**src/rtl/wash_cycle_controller_if.sv**
```systemverilog
// Command/status bundle between a wash-cycle controller and its host.
// Master drives start/abort/pause and presets; slave returns state, count and actuators.
interface wash_cycle_controller_if;
    logic       start;
    logic       abort;
    logic       pause;
    logic [4:0] wash;
    logic [4:0] rinse;
    logic [4:0] spin;
    logic [4:0] cloth;
    logic [3:0] state;
    logic [4:0] remaining;
    logic       valve_in;
    logic       motor;
    logic       spin_hi;
    logic       drain_pump;
    logic       door_lock;
    logic       busy;
    logic       done;

    modport master (
        output start, abort, pause, wash, rinse, spin, cloth,
        input  state, remaining, valve_in, motor, spin_hi, drain_pump, door_lock, busy, done
    );

    modport slave (
        input  start, abort, pause, wash, rinse, spin, cloth,
        output state, remaining, valve_in, motor, spin_hi, drain_pump, door_lock, busy, done
    );
endinterface

```
**src/rtl/wash_cycle_controller.sv**
```systemverilog
// Wash-cycle sequencer: fill, wash, drain, rinse, drain, spin, with abort through a drain phase.
// Defining WM_PAUSE_EN compiles in the pause freeze; otherwise the pause input is ignored.
module wash_cycle_controller #(
    parameter int unsigned TICK_DIV    = 1,
    parameter int unsigned DRAIN_TICKS = 4
) (
    input  logic                   clk,
    input  logic                   rst,
    wash_cycle_controller_if.slave bus
);
    typedef enum logic [3:0] {
        S_IDLE        = 4'd0,
        S_FILL        = 4'd1,
        S_WASH        = 4'd2,
        S_DRAIN1      = 4'd3,
        S_RINSE       = 4'd4,
        S_DRAIN2      = 4'd5,
        S_SPIN        = 4'd6,
        S_DONE        = 4'd7,
        S_ABORT_DRAIN = 4'd8
    } state_t;

    localparam logic [7:0] TICK_LAST = 8'(TICK_DIV - 1);
    localparam logic [4:0] DRAIN_LEN = 5'(DRAIN_TICKS);

    state_t     state_q, state_d, phase_s;
    logic [4:0] remaining_q, remaining_d, phase_len;
    logic [7:0] presc_q, presc_d;
    logic [4:0] wash_q, rinse_q, spin_q, cloth_q;
    logic       snap, tick, frozen, quiet;
    logic [6:0] outs_d, outs_q;  // {valve_in, motor, spin_hi, drain_pump, door_lock, busy, done}
    logic       unused_ok;

    function automatic state_t next_phase(state_t s);
        case (s)
            S_FILL:   return S_WASH;
            S_WASH:   return S_DRAIN1;
            S_DRAIN1: return S_RINSE;
            S_RINSE:  return S_DRAIN2;
            S_DRAIN2: return S_SPIN;
            S_SPIN:   return S_DONE;
            default:  return S_IDLE;
        endcase
    endfunction

    assign phase_s = next_phase(state_q);

    always_comb begin
        case (phase_s)
            S_WASH:             phase_len = wash_q;
            S_RINSE:            phase_len = rinse_q;
            S_SPIN:             phase_len = spin_q;
            S_DRAIN1, S_DRAIN2: phase_len = DRAIN_LEN;
            default:            phase_len = '0;
        endcase
    end

    always_comb begin
        // NOTE: every output of this block gets a default first, so no path can infer a latch.
        state_d     = state_q;
        remaining_d = remaining_q;
        presc_d     = presc_q;
        snap        = 1'b0;
        frozen      = 1'b0;
`ifdef WM_PAUSE_EN
        frozen = bus.pause && (state_q != S_IDLE) && (state_q != S_DONE);
`endif
        tick = (state_q != S_IDLE) && !frozen && (presc_q == TICK_LAST);
        if ((state_q != S_IDLE) && !frozen) begin
            presc_d = tick ? '0 : presc_q + 8'd1;
        end

        case (state_q)
            S_IDLE: begin
                presc_d = '0;
                // Fill loads the live preset: the snapshot lands on this same edge.
                if (bus.start) begin
                    snap        = 1'b1;
                    state_d     = S_FILL;
                    remaining_d = bus.cloth;
                end
            end
            S_DONE: begin
                state_d     = S_IDLE;
                remaining_d = '0;
            end
            S_ABORT_DRAIN: begin
                if (tick) begin
                    if (remaining_q <= 5'd1) begin
                        state_d     = S_IDLE;
                        remaining_d = '0;
                    end else begin
                        remaining_d = remaining_q - 5'd1;
                    end
                end
            end
            default: begin
                // Abort outranks the tick, and is honoured even while frozen.
                if (bus.abort) begin
                    state_d     = S_ABORT_DRAIN;
                    remaining_d = DRAIN_LEN;
                end else if (tick) begin
                    if (remaining_q <= 5'd1) begin
                        state_d     = phase_s;
                        remaining_d = phase_len;
                    end else begin
                        remaining_d = remaining_q - 5'd1;
                    end
                end
            end
        endcase
    end

    // Outputs are decoded from the next state so the registered copy moves with state.
    always_comb begin
        quiet = 1'b0;
`ifdef WM_PAUSE_EN
        quiet     = bus.pause && (state_d != S_IDLE) && (state_d != S_DONE);
        unused_ok = ^cloth_q;
`else
        unused_ok = ^{cloth_q, bus.pause};
`endif
        case (state_d)
            S_FILL:                           outs_d = 7'b1000110;
            S_WASH:                           outs_d = 7'b0100110;
            S_RINSE:                          outs_d = 7'b1100110;
            S_SPIN:                           outs_d = 7'b0111110;
            S_DRAIN1, S_DRAIN2, S_ABORT_DRAIN: outs_d = 7'b0001110;
            S_DONE:                           outs_d = 7'b0000011;
            default:                          outs_d = 7'b0000000;
        endcase
        if (quiet) begin
            outs_d[6:3] = 4'b0000;
        end
    end

    always_ff @(posedge clk) begin
        if (rst) begin
            state_q     <= S_IDLE;
            remaining_q <= '0;
            presc_q     <= '0;
            outs_q      <= '0;
            // NOTE: the preset snapshot is reset as well, so no stale preset survives a reset.
            wash_q      <= '0;
            rinse_q     <= '0;
            spin_q      <= '0;
            cloth_q     <= '0;
        end else begin
            // NOTE: non-blocking assignments make every register take its value on the same edge.
            state_q     <= state_d;
            remaining_q <= remaining_d;
            presc_q     <= presc_d;
            outs_q      <= outs_d;
            if (snap) begin
                wash_q  <= bus.wash;
                rinse_q <= bus.rinse;
                spin_q  <= bus.spin;
                cloth_q <= bus.cloth;
            end
        end
    end

    assign bus.state      = state_q;
    assign bus.remaining  = remaining_q;
    assign bus.valve_in   = outs_q[6];
    assign bus.motor      = outs_q[5];
    assign bus.spin_hi    = outs_q[4];
    assign bus.drain_pump = outs_q[3];
    assign bus.door_lock  = outs_q[2];
    assign bus.busy       = outs_q[1];
    assign bus.done       = outs_q[0];
endmodule

```
**src/flat_wrapper.sv**
```systemverilog
// flat-port wrapper written by rule: the top's interface ports become plain ports
module wash_cycle_controller_flat 
#(
    parameter int unsigned TICK_DIV    = 1,
    parameter int unsigned DRAIN_TICKS = 4
)
  (clk, rst, bus_start, bus_abort, bus_pause, bus_wash, bus_rinse, bus_spin, bus_cloth, bus_state, bus_remaining, bus_valve_in, bus_motor, bus_spin_hi, bus_drain_pump, bus_door_lock, bus_busy, bus_done);
  wash_cycle_controller_if bus_i ();
  input  logic clk;
  input  logic rst;
  input wire logic [$bits(bus_i.start)-1:0] bus_start;
  input wire logic [$bits(bus_i.abort)-1:0] bus_abort;
  input wire logic [$bits(bus_i.pause)-1:0] bus_pause;
  input wire logic [$bits(bus_i.wash)-1:0] bus_wash;
  input wire logic [$bits(bus_i.rinse)-1:0] bus_rinse;
  input wire logic [$bits(bus_i.spin)-1:0] bus_spin;
  input wire logic [$bits(bus_i.cloth)-1:0] bus_cloth;
  output wire logic [$bits(bus_i.state)-1:0] bus_state;
  output wire logic [$bits(bus_i.remaining)-1:0] bus_remaining;
  output wire logic [$bits(bus_i.valve_in)-1:0] bus_valve_in;
  output wire logic [$bits(bus_i.motor)-1:0] bus_motor;
  output wire logic [$bits(bus_i.spin_hi)-1:0] bus_spin_hi;
  output wire logic [$bits(bus_i.drain_pump)-1:0] bus_drain_pump;
  output wire logic [$bits(bus_i.door_lock)-1:0] bus_door_lock;
  output wire logic [$bits(bus_i.busy)-1:0] bus_busy;
  output wire logic [$bits(bus_i.done)-1:0] bus_done;
  assign bus_i.start = bus_start;
  assign bus_i.abort = bus_abort;
  assign bus_i.pause = bus_pause;
  assign bus_i.wash = bus_wash;
  assign bus_i.rinse = bus_rinse;
  assign bus_i.spin = bus_spin;
  assign bus_i.cloth = bus_cloth;
  assign bus_state = bus_i.state;
  assign bus_remaining = bus_i.remaining;
  assign bus_valve_in = bus_i.valve_in;
  assign bus_motor = bus_i.motor;
  assign bus_spin_hi = bus_i.spin_hi;
  assign bus_drain_pump = bus_i.drain_pump;
  assign bus_door_lock = bus_i.door_lock;
  assign bus_busy = bus_i.busy;
  assign bus_done = bus_i.done;
  wash_cycle_controller #(.TICK_DIV(TICK_DIV), .DRAIN_TICKS(DRAIN_TICKS)) u_core (.clk(clk), .rst(rst), .bus(bus_i));
endmodule
```
**config.mk**
```make
export PLATFORM = sky130hd
export DESIGN_NAME = wash_cycle_controller_flat
export DESIGN_NICKNAME = d
export VERILOG_FILES = /design/src/rtl/wash_cycle_controller_if.sv /design/src/rtl/wash_cycle_controller.sv /design/src/flat_wrapper.sv
export SDC_FILE = /design/constraint.sdc
export NUM_CORES = 1
export LEC_CHECK = 0
export BUFFER_PORTS_ARGS = -buffer_cell sky130_fd_sc_hd__buf_2
export CELL_PAD_IN_SITES_DETAIL_PLACEMENT = 1
export CELL_PAD_IN_SITES_GLOBAL_PLACEMENT = 1
export CORE_ASPECT_RATIO = 0.7
export CORE_MARGIN = 3
export CORE_UTILIZATION = 43
export DETAILED_ROUTE_END_ITERATION = 12
export HOLD_SLACK_MARGIN = 0.03
export PLACE_DENSITY = 0.82
export SETUP_SLACK_MARGIN = 0.4
export SYNTH_ARGS = -nofsm -noshare
export SYNTH_HDL_FRONTEND = slang
export SYNTH_SLANG_ARGS = --single-unit
```
**constraint.sdc**
```tcl
create_clock -name clk -period 7.7 [get_ports clk]
set_clock_uncertainty 0.05 [all_clocks]
set_input_delay 1.155 -clock clk [delete_from_list [all_inputs] [get_ports clk]]
set_output_delay 1.155 -clock clk [all_outputs]
set_load 0.005 [all_outputs]
```
==> results of run 1 <==
## per-stage QoR
step	power, uW	instances
2_1_floorplan	292	256
3_3_place_gp	319	347
3_5_place_dp	323	347
4_1_cts	500	355
5_1_grt	526	355
6_report	498	355
## power by group through the flow
stage	clock network, uW	registers, uW	logic, uW
after floorplan	0	227	64.5
final	178	226	93.4
after global placement	0	230	88.8
after global routing	192	228	106
after CTS	180	226	93.2
after detailed placement	0	231	91.8
## final timing paths
check / end / slack [ns] / depth (start not counted)
worst max register to register: u_core.outs_q[2] / 4.48 / 8
worst max-delay path: u_core.outs_q[2] / 4.46 / 8
worst min register to register: u_core.rinse_q[0] / 0.41 / 2
worst min-delay path: u_core.rinse_q[0] / 0.41 / 2
## cell families (layout without fill, tap and decap cells)
kind of cell | Yosys count | count (layout) | synth area share (%)
flip-flops | 39 | 39 | 37.1
XOR/XNOR | 8 | 8 | 3.33
buffers and inverters | 23 | 56 | 4.40
multiplexers | 5 | 5 | 2.55
adder cells (fa/ha/maj) | 10 | 10 | 5.94
AND/OR/NAND/NOR | 111 | 111 | 27.6
AO/OA/AOI/OAI | 60 | 60 | 19.1
## metal layers
metal | part of all wire, % | up-vias
met1 | 51 | 940
met2 | 43 | 41
met4 | 0.74 | 0
met5 | 0 | -
li1 | - | 978
met3 | 5.3 | 4
## worst register-to-register path: stages, from the launching register on
cell	delay [ns]
dfxtp_1	0.82
nor3_4	0.15
nor3_1	0.74
a311o_1	0.46
inv_1	0.18
ha_1	0.27
nor3_1	0.21
a21oi_1	0.06
o22ai_1	0.21
## layout by cell type, fill, tap and decap left out, drive strengths merged, types with 5 or more instances in the layout
| cell type | count |
|---|---|
| a21oi | 19 |
| a22oi | 6 |
| buf | 39 |
| clkbuf | 6 |
| dfxtp | 39 |
| ha | 10 |
| inv | 8 |
| nand2 | 39 |
| nand3 | 5 |
| nor2 | 24 |
| nor2b | 5 |
| nor3 | 10 |
| o21ai | 5 |
| o22ai | 5 |
| xnor2 | 5 |
## registers in the layout, indices dropped and copies added, names as in the netlist
name	count
u_core.rinse_q	5
u_core.wash_q	5
u_core.spin_q	5
u_core.bus.state	4
u_core.outs_q	7
u_core.presc_q	8
u_core.bus.remaining	5
## cell type report
class                           count  area, um^2  area share [%]
Clock buffer                        6        82.6            3.38
Clock inverter                      2        35.0            1.43
Inverter                            9        33.8            1.38
Multi-Input combinational cell    194        1230            50.5
Sequential cell                    39         781            32.0
Tap cell                           66        82.6            3.38
Timing Repair Buffer               39         195            7.99
==> qor.yml, run 1 <==
yosys.area.top_type_share_pct: 37.1
htree_levels: 2
port_buffers: 39
rsz0062_at_grt: "no"
core-area_um2: 4530
cp_common_cell: "nor3_1"
cp_max_fo: 8
synth_seq_cells: 39
row_count: 20
critPathTopFamily: "simple AND/OR/NAND/NOR gates"
cts_tree: "done"
grt_use_total_pct: 21.2
synth_flop_cell: "dfxtp_1"
cp-start-kind: "input port"
setup_viol: 0
grt_pass1_wl_um: 9560
crit_arrival_ns: 3.40
grt_overflow: 0
grt_use_met1_pct: 31.2
grt_use_met2_pct: 30.6
critical_path.cell_chain: "buf_2 > nor3_1 > a311o_1 > inv_1 > ha_1 > nor3_1 > a21oi_1 > o22ai_1"
synth_top_area_cell: "dfxtp_1"
wl_per_cell_um: 16.0
grt_pass1_vias: 1922
clk_latency_ns: 0.29
antennaDiodeCount: 0
area_delta_synth_final_pct: 16.0
finalCritPeriodShare_pct: 42.1
grt_most_used_layer: "met1"
start_util_pct: 46.5
seq_power_share_pct: 45.4
cts_setup_buffers: 0
drt-initial-drc-count: 103
netSwitchingFraction_pct: 28.6
antenna_found_initial: 0
yosys_warnings: 0
ant_nets: 0
yosys-top-cells-area: "dfxtp_1 37%, nand2_1 7.0%, ha_1 5.9%"
cts_resized: 0
p_leak_uw: 0.000994
ir_drop_mv: 0.0723
final.fill_count: 575
dieArea_um2: 5790
final_max_slew_viol_count: 0
crit_type: "in2reg"
hp-class: "reg2reg"
drive_gt1_share_pct: 19.7
hold_path_startpoint: "u_core.rinse_q[0]"
dr_total_vias: 1963
hold_viol_final: 0
synthCells: 256
tns_ns: 0
ios: 41
synth-async-reset-ratio_pct: 0
die_y_um: 64.6
final_cell_area_um2: 2440
crit_required_ns: 7.86
syn_area_um2: 2110
die-width_um: 89.6
cp-end-kind: "register"
post-place-ws_ns: 4.23
cts_made_buffers: 5
status: "finished clean"
cts_hold_buf: 0
seq_area_frac_synth_pct: 37.1
fin_crit_ns: 3.24
routabilityCongestion: 0.837
wl_um: 5680
synth_commonest_cells: "39 x dfxtp_1, 39 x nand2_1, 24 x nor2_1"
hpwl_um: 4110
r2r_start: "u_core.bus.state[2]"
drc: 0
path_clk_slew_ns: 0.08
vias_per_cell: 5.53
p_int_uw: 356
clock_path_buffers: 2
p_per_area_nw_per_um2: 204
p_clk_share_pct: 35.8
cts-root-buf: "clkbuf_8"
place_area_um2: 2320
synth_edf_count: 0
crit_path_start: "bus_abort"
slowest_delay_ns: 0.72
grt_max_degree: 32
synth_fp_nets: 291
clock.fmax_ghz: 0.309
power.net_switching_uw: 142
finish.utilization_pct: 53.9
worst_slack_ns: 4.46
first_pass_iters: 4
clock_sinks: 39
drv_cap: 0
worst-path-buf-inv: 2
crit_slowest_cell: "nor3_1"
relSlewSlack_pct: 40.8
gr-usage-met3_pct: 4.70
avgSynthCellArea_um2: 8.23
hold_ws_ns: 0.409
comb_power_share_pct: 18.8
synth_cell_types: 55
worst_slew_pin_slew_ns: 0.887
fin_nets: 323
Power figures use the tool's default switching activity.
==> inputs of run 2 (changes only) <==
ABC_AREA = 1   (was not set)
CORE_UTILIZATION = 36   (was 43)
PLACE_DENSITY = 0.75   (was 0.82)
clock period = 2.61 ns   (was 7.7 ns; I/O delays follow)
==> run 2 against run 1 <==
Cell area grew 10%; critical path depth up 3; synthesized cell count increased by 20%; sequential power rose to 3.0 times the previous value; first-iteration DRC count decreased by 18%; core utilization decreased by 7.9 points; die area up 24%; via count up 8.1%; clock power grew to 3.1 times the previous value.
==> qor.yml, run 2 <==
p_leak_uw: 0.00127
vias_per_cell: 4.91
worst_slack_ns: 0.526
hp-class: "in2reg"
final_common_cell: "nand2_1"
core-area_um2: 5840
wl_per_cell_um: 14.5
dr.max_layer_used: "met4"
hpwl_um: 4710
ant_nets: 0
cp-start-kind: "register"
drc: 0
finish.utilization_pct: 46.0
seq_area_frac_synth_pct: 35.1
synth_flop_cell: "dfxtp_1"
cts-root-buf: "clkbuf_8"
crit_arrival_ns: 2.22
final.fill_count: 767
synth_top_family_by_area: "simple AND/OR/NAND/NOR gates"
synth_mux_area_share_pct: 0
clock.fmax_ghz: 0.480
finalCritPeriodShare_pct: 79.9
grt_overflow: 0
synth-compound-area-share_pct: 14.2
cts_tree: "done"
synth.most_common_cell: "nand2_1"
hold_viol_final: 0
cts_made_buffers: 5
synth_commonest_cells: "76 x nand2_1, 39 x dfxtp_1, 29 x nor2_1"
yosys-top-cells-area: "dfxtp_1 35%, nand2_1 13%, a21oi_1 6.3%"
setup_viol: 0
p_per_area_nw_per_um2: 617
antenna_found_initial: 0
wl_um: 6260
cts_hold_buf: 0
final_cell_mix: "74 x nand2_1, 39 x buf_2, 36 x dfxtp_1, 29 x nor2_1"
status: "finished clean"
dr_wl_met3_um: 302
cp_max_fo: 6
biggestRegsByFlops: "u_core.presc_q: 8 flops, u_core.outs_q: 7 flops"
syn_area_um2: 2220
drt-initial-drc-count: 84
synthAdderAreaFrac_pct: 5.63
yosys.area_share.simple_pct: 35.9
synth_cell_types: 35
stdcell_count: 432
drive_gt1_share_pct: 27.7
multi_input_area_um2: 1280
clk_latency_ns: 0.29
grt_use_total_pct: 17.8
path_clk_slew_ns: 0.08
ios: 41
relSlewSlack_pct: 75.3
synthCells: 308
grt_pass1_vias: 2063
area_delta_synth_final_pct: 20.9
yosys.area.top_type_share_pct: 35.1
wl_met2_um: 2770
htree_levels: 2
synth_edf_count: 0
worst_slew_pin_slew_ns: 0.370
yosys.area_share.xor_xnor_pct: 0.788
wl_met1_um: 3130
dieArea_um2: 7170
power_uw: 1660
dr_total_vias: 2122
grt_max_degree: 20
avgSynthCellArea_um2: 7.22
antennaDiodeCount: 0
die-width_um: 99.9
crit_required_ns: 2.75
first_pass_iters: 4
final_max_slew_viol_count: 0
dp_cells: 418
ir_drop_mv: 0.197
top_register: "u_core.presc_q"
area.sequential_um2: 787
grt_pass1_wl_um: 10100
clock_sinks: 39
rsz0062_at_grt: "no"
die_y_um: 71.8
fin_crit_ns: 2.08
row_count: 23
port_buffers: 39
synth_seq_cells: 39
clock_path_buffers: 2
synth_top_area_cell: "dfxtp_1"
cp-end-kind: "register"
synth_fp_nets: 343
crit_type: "reg2reg"
fin_nets: 391
synth-async-reset-ratio_pct: 0
tns_ns: 0
start_util_pct: 38.1
drv_cap: 0
post-place-ws_ns: 0.350
yosys_warnings: 0
largest_reg_flops: 8
routabilityCongestion: 0.770
==> run 2: metal layers <==
| layer | up-vias | GRT usage [%] |
|---|---|---|
| met3 | 5 | 3.50 |
| met1 | 978 | 25.5 |
| met4 | 0 | 4.55 |
| met2 | 44 | 27.4 |
| li1 | 1095 | - |
| met5 | - | 0 |
==> run 2: kinds of logic (layout without fill, tap and decap cells) <==
family	Yosys count	after routing
adder cells (fa/ha/maj)	10	10
AO/OA/AOI/OAI	53	53
flip-flops	39	39
XOR/XNOR	2	2
buffers and inverters	47	96
AND/OR/NAND/NOR	157	157
==> run 2: critical path: stages (launching register included) <==
cell      delay (ns)
dfxtp_2         0.34
inv_1           0.08
ha_2            0.19
nor2_4          0.05
nor2_8          0.15
nand3_4         0.12
o211ai_1        0.24
nand2_2         0.13
buf_4           0.16
ha_1            0.28
o21ai_1         0.12
a21oi_1         0.05
==> run 2: what timing repair did <==
item | in CTS | in global routing
setup buffers | 0 | 6
endpoints found under the setup margin | 2 | 3
gates resized for setup | 2 | 8
gates cloned | 0 | 0
pin swaps | 0 | 7
hold endpoints to repair | 0 | 0
==> run 2: through the flow <==
step / cell area, um^2 / hold slack, ns
after floorplan: 2220 / 0.367
after global placement: 2490 / 0.384
after detailed placement: 2490 / 0.395
after CTS: 2620 / 0.299
after global routing: 2690 / 0.317
final: 2690 / 0.310
==> run 2: cell type report <==
class                   count  area share (%)
well taps                  75            3.49
multi-input cells         222            47.5
clock inverters             2            1.44
repair buffers             47            9.50
clock buffers               6            3.07
inverters                  41            5.73
flip-flops and latches     39            29.3
==> run 2: final timing paths <==
kind,endpoint,slack [ns],depth (start not counted),startpoint
setup / recovery,u_core.outs_q[3],0.53,11,u_core.bus.remaining[1]
hold / removal,u_core.spin_q[0],0.31,3,bus_spin[0]
setup reg to reg,u_core.outs_q[3],0.53,11,u_core.bus.remaining[1]
hold reg to reg,u_core.spin_q[3],0.42,2,u_core.spin_q[3]
==> run 2: power breakdown <==
| group | switching (uW) | total [uW] | internal (uW) |
|---|---|---|---|
| Combinational | 276 | 442 | 166 |
| Clock | 230 | 544 | 315 |
| Sequential | 35.7 | 673 | 637 |
==> inputs of run 3 (changes only) <==
clock period = 1.8 ns   (was 2.61 ns; I/O delays follow)
==> run 3 against run 2 <==
The run now ends with negative setup slack left; core utilization up 13 points; first-iteration DRC count up 62%; hold slack worse by 0.14 ns; clock power up 18%; register-to-register slack worse by 0.86 ns; largest power group is now combinational cells.
==> qor.yml, run 3 (synthesis gave the netlist of run 2 again) <==
slowest_delay_ns: 0.34
cp-start-kind: "register"
p_int_uw: 1710
rrSetupSlack_ns: -0.34
p_clk_share_pct: 23.4
finish.utilization_pct: 59.4
worst_slack_ns: -0.336
grt_pass1_vias: 2574
antenna_found_initial: 0
seq_power_share_pct: 35.4
htree_levels: 2
clock_path_buffers: 2
grt_use_total_pct: 22.7
drc: 0
place_area_um2: 2800
stdcell_count: 483
wl_um: 10100
dp_cells: 454
area.sequential_um2: 796
final_max_slew_viol_count: 0
final.fill_count: 712
dr_total_vias: 2565
cts-root-buf: "clkbuf_8"
setup_viol: 14
clk_latency_ns: 0.31
hold_ws_ns: 0.175
cp_common_cell: "buf_4"
start_util_pct: 38.1
fin_crit_ns: 2.14
top_register: "u_core.presc_q"
grt_use_met2_pct: 38.3
core-area_um2: 5840
status: "finished with violations"
largest_reg_flops: 8
gr-usage-met3_pct: 4.67
dieArea_um2: 7170
crit_type: "reg2reg"
netSwitchingFraction_pct: 37.9
relSlewSlack_pct: 66.2
ant_nets: 0
worst_slew_pin_slew_ns: 0.501
crit_required_ns: 1.99
final_common_cell: "nand2_1"
hold_viol_final: 0
cp.depth: 12
grt_overflow: 0
routabilityCongestion: 0.811
final_cell_area_um2: 3470
cp-end-kind: "register"
grt_pass1_wl_um: 12800
die_y_um: 71.8
finalCritPeriodShare_pct: 119
violations: "negative setup slack"
final_cell_mix: "61 x nand2_1, 42 x buf_4, 39 x buf_2, 31 x dfxtp_1, 27 x a21oi_1"
reg2reg_depth: 12
clock.fmax_ghz: 0.468
critPathTopFamily: "simple AND/OR/NAND/NOR gates"
crit_arrival_ns: 2.32
p_per_area_nw_per_um2: 793
biggestRegsByFlops: "u_core.presc_q: 8 flops, u_core.outs_q: 7 flops"
ir_drop_mv: 0.273
cts_tree: "done"
comb_power_share_pct: 41.2
antennaDiodeCount: 0
hp-class: "in2reg"
post-place-ws_ns: -0.153
worst-path-buf-inv: 3
first_pass_iters: 4
drt-initial-drc-count: 136
crit_path_end: "u_core.outs_q[4]"
die-width_um: 99.9
r2r_start: "u_core.presc_q[5]"
wl_per_cell_um: 20.9
drv_cap: 0
path_clk_slew_ns: 0.09
clock_sinks: 39
area_delta_synth_final_pct: 56.0
crit_path_start: "u_core.presc_q[5]"
ios: 41
grt_use_met1_pct: 29.6
grt_most_used_layer: "met2"
cp_max_fo: 4
p_leak_uw: 0.00159
power.net_switching_uw: 1040
drive_gt1_share_pct: 50.2
hpwl_um: 5090
critical_path.cell_chain: "nor2_2 > nand2_1 > nor2_4 > nand3_4 > buf_4 > buf_4 > buf_4 > nand2_4 > o21ai_4 > nor2_2 > nand3_2 > nor2_1"
crit_slowest_cell: "dfxtp_1"
multi_input_area_um2: 1610
fin_nets: 443
cts_made_buffers: 5
vias_per_cell: 5.31
grt_max_degree: 19
port_buffers: 39
row_count: 23
rsz0062_at_grt: "yes"
worstReg2RegEnd: "u_core.outs_q[4]"
==> run 3: cell count changes in the layout (fill, tap and decap cells not counted), moves of 4 or more <==
cell and change:
nor2_1 -8, nand2_2 +10, buf_4 +34, ha_4 +7, nand2_1 -13, dfxtp_1 -5, dfxtp_2 +4, nor3_1 -4
nand3_1 -5, buf_6 +17, inv_4 +5, inv_1 -6, nor2_2 +5, ha_1 -5
==> run 3: metrics by stage <==
stage | TNS [ns] | total power (uW)
2_1_floorplan | 0 | 1440
3_3_place_gp | -0.249 | 1690
3_5_place_dp | -0.568 | 1720
4_1_cts | -0.512 | 2500
5_1_grt | -3.86 | 2850
6_report | -2.78 | 2750
==> run 3: what timing repair did <==
action / 4_1_cts / 5_1_grt
pin swaps: 15 / 22
gates cloned: 0 / 0
gates resized for setup: 50 / 56
setup endpoints to repair: 27 / 23
buffers inserted: 14 / 8
hold buffers: 0 / 0
hold endpoints to repair: 0 / 0
==> run 3: worst min path at each step <==
| stage | startpoint | endpoint | slack [ns] | cells after the start |
|---|---|---|---|---|
| 3_3_place_gp | u_core.rinse_q[0] | u_core.rinse_q[0] | 0.40 | 2 |
| 3_5_place_dp | u_core.spin_q[1] | u_core.spin_q[1] | 0.41 | 2 |
| 6_report | bus_spin[0] | u_core.spin_q[0] | 0.17 | 3 |
| 4_1_cts | bus_rinse[4] | u_core.rinse_q[4] | 0.19 | 3 |
| 5_1_grt | bus_rinse[4] | u_core.rinse_q[4] | 0.18 | 3 |
| 2_1_floorplan | u_core.presc_q[0] | u_core.presc_q[0] | 0.37 | 1 |
==> run 3: power groups by stage <==
| stage | clock (uW) | sequential (uW) | combinational (uW) |
|---|---|---|---|
| 6_report | 644 | 974 | 1130 |
| 4_1_cts | 624 | 970 | 906 |
| 5_1_grt | 678 | 981 | 1190 |
| 3_3_place_gp | 0 | 984 | 708 |
| 2_1_floorplan | 0 | 994 | 442 |
| 3_5_place_dp | 0 | 987 | 734 |
==> run 3: cell type report <==
type,count,area share (%)
tap,75,2.70
timing repair buffer,99,20.7
clock buffer,6,2.38
multi-input combinational,222,46.3
inverter,41,4.90
clock inverter,1,0.144
sequential,39,22.9
==> run 3: worst register-to-register path: stages, from the launching register on <==
cell     delay (ns)
dfxtp_1        0.34
nor2_2         0.15
nand2_1        0.13
nor2_4         0.16
nand3_4        0.12
buf_4          0.17
buf_4          0.12
buf_4          0.14
nand2_4        0.06
o21ai_4        0.08
nor2_2         0.26
nand3_2        0.17
nor2_1         0.14
==> run 3: layer usage <==
layer | routed length (um) | part of all wire (%)
met1 | 4590 | 45
met2 | 4860 | 48
met3 | 479 | 4.8
met4 | 161 | 1.6
met5 | 0 | 0
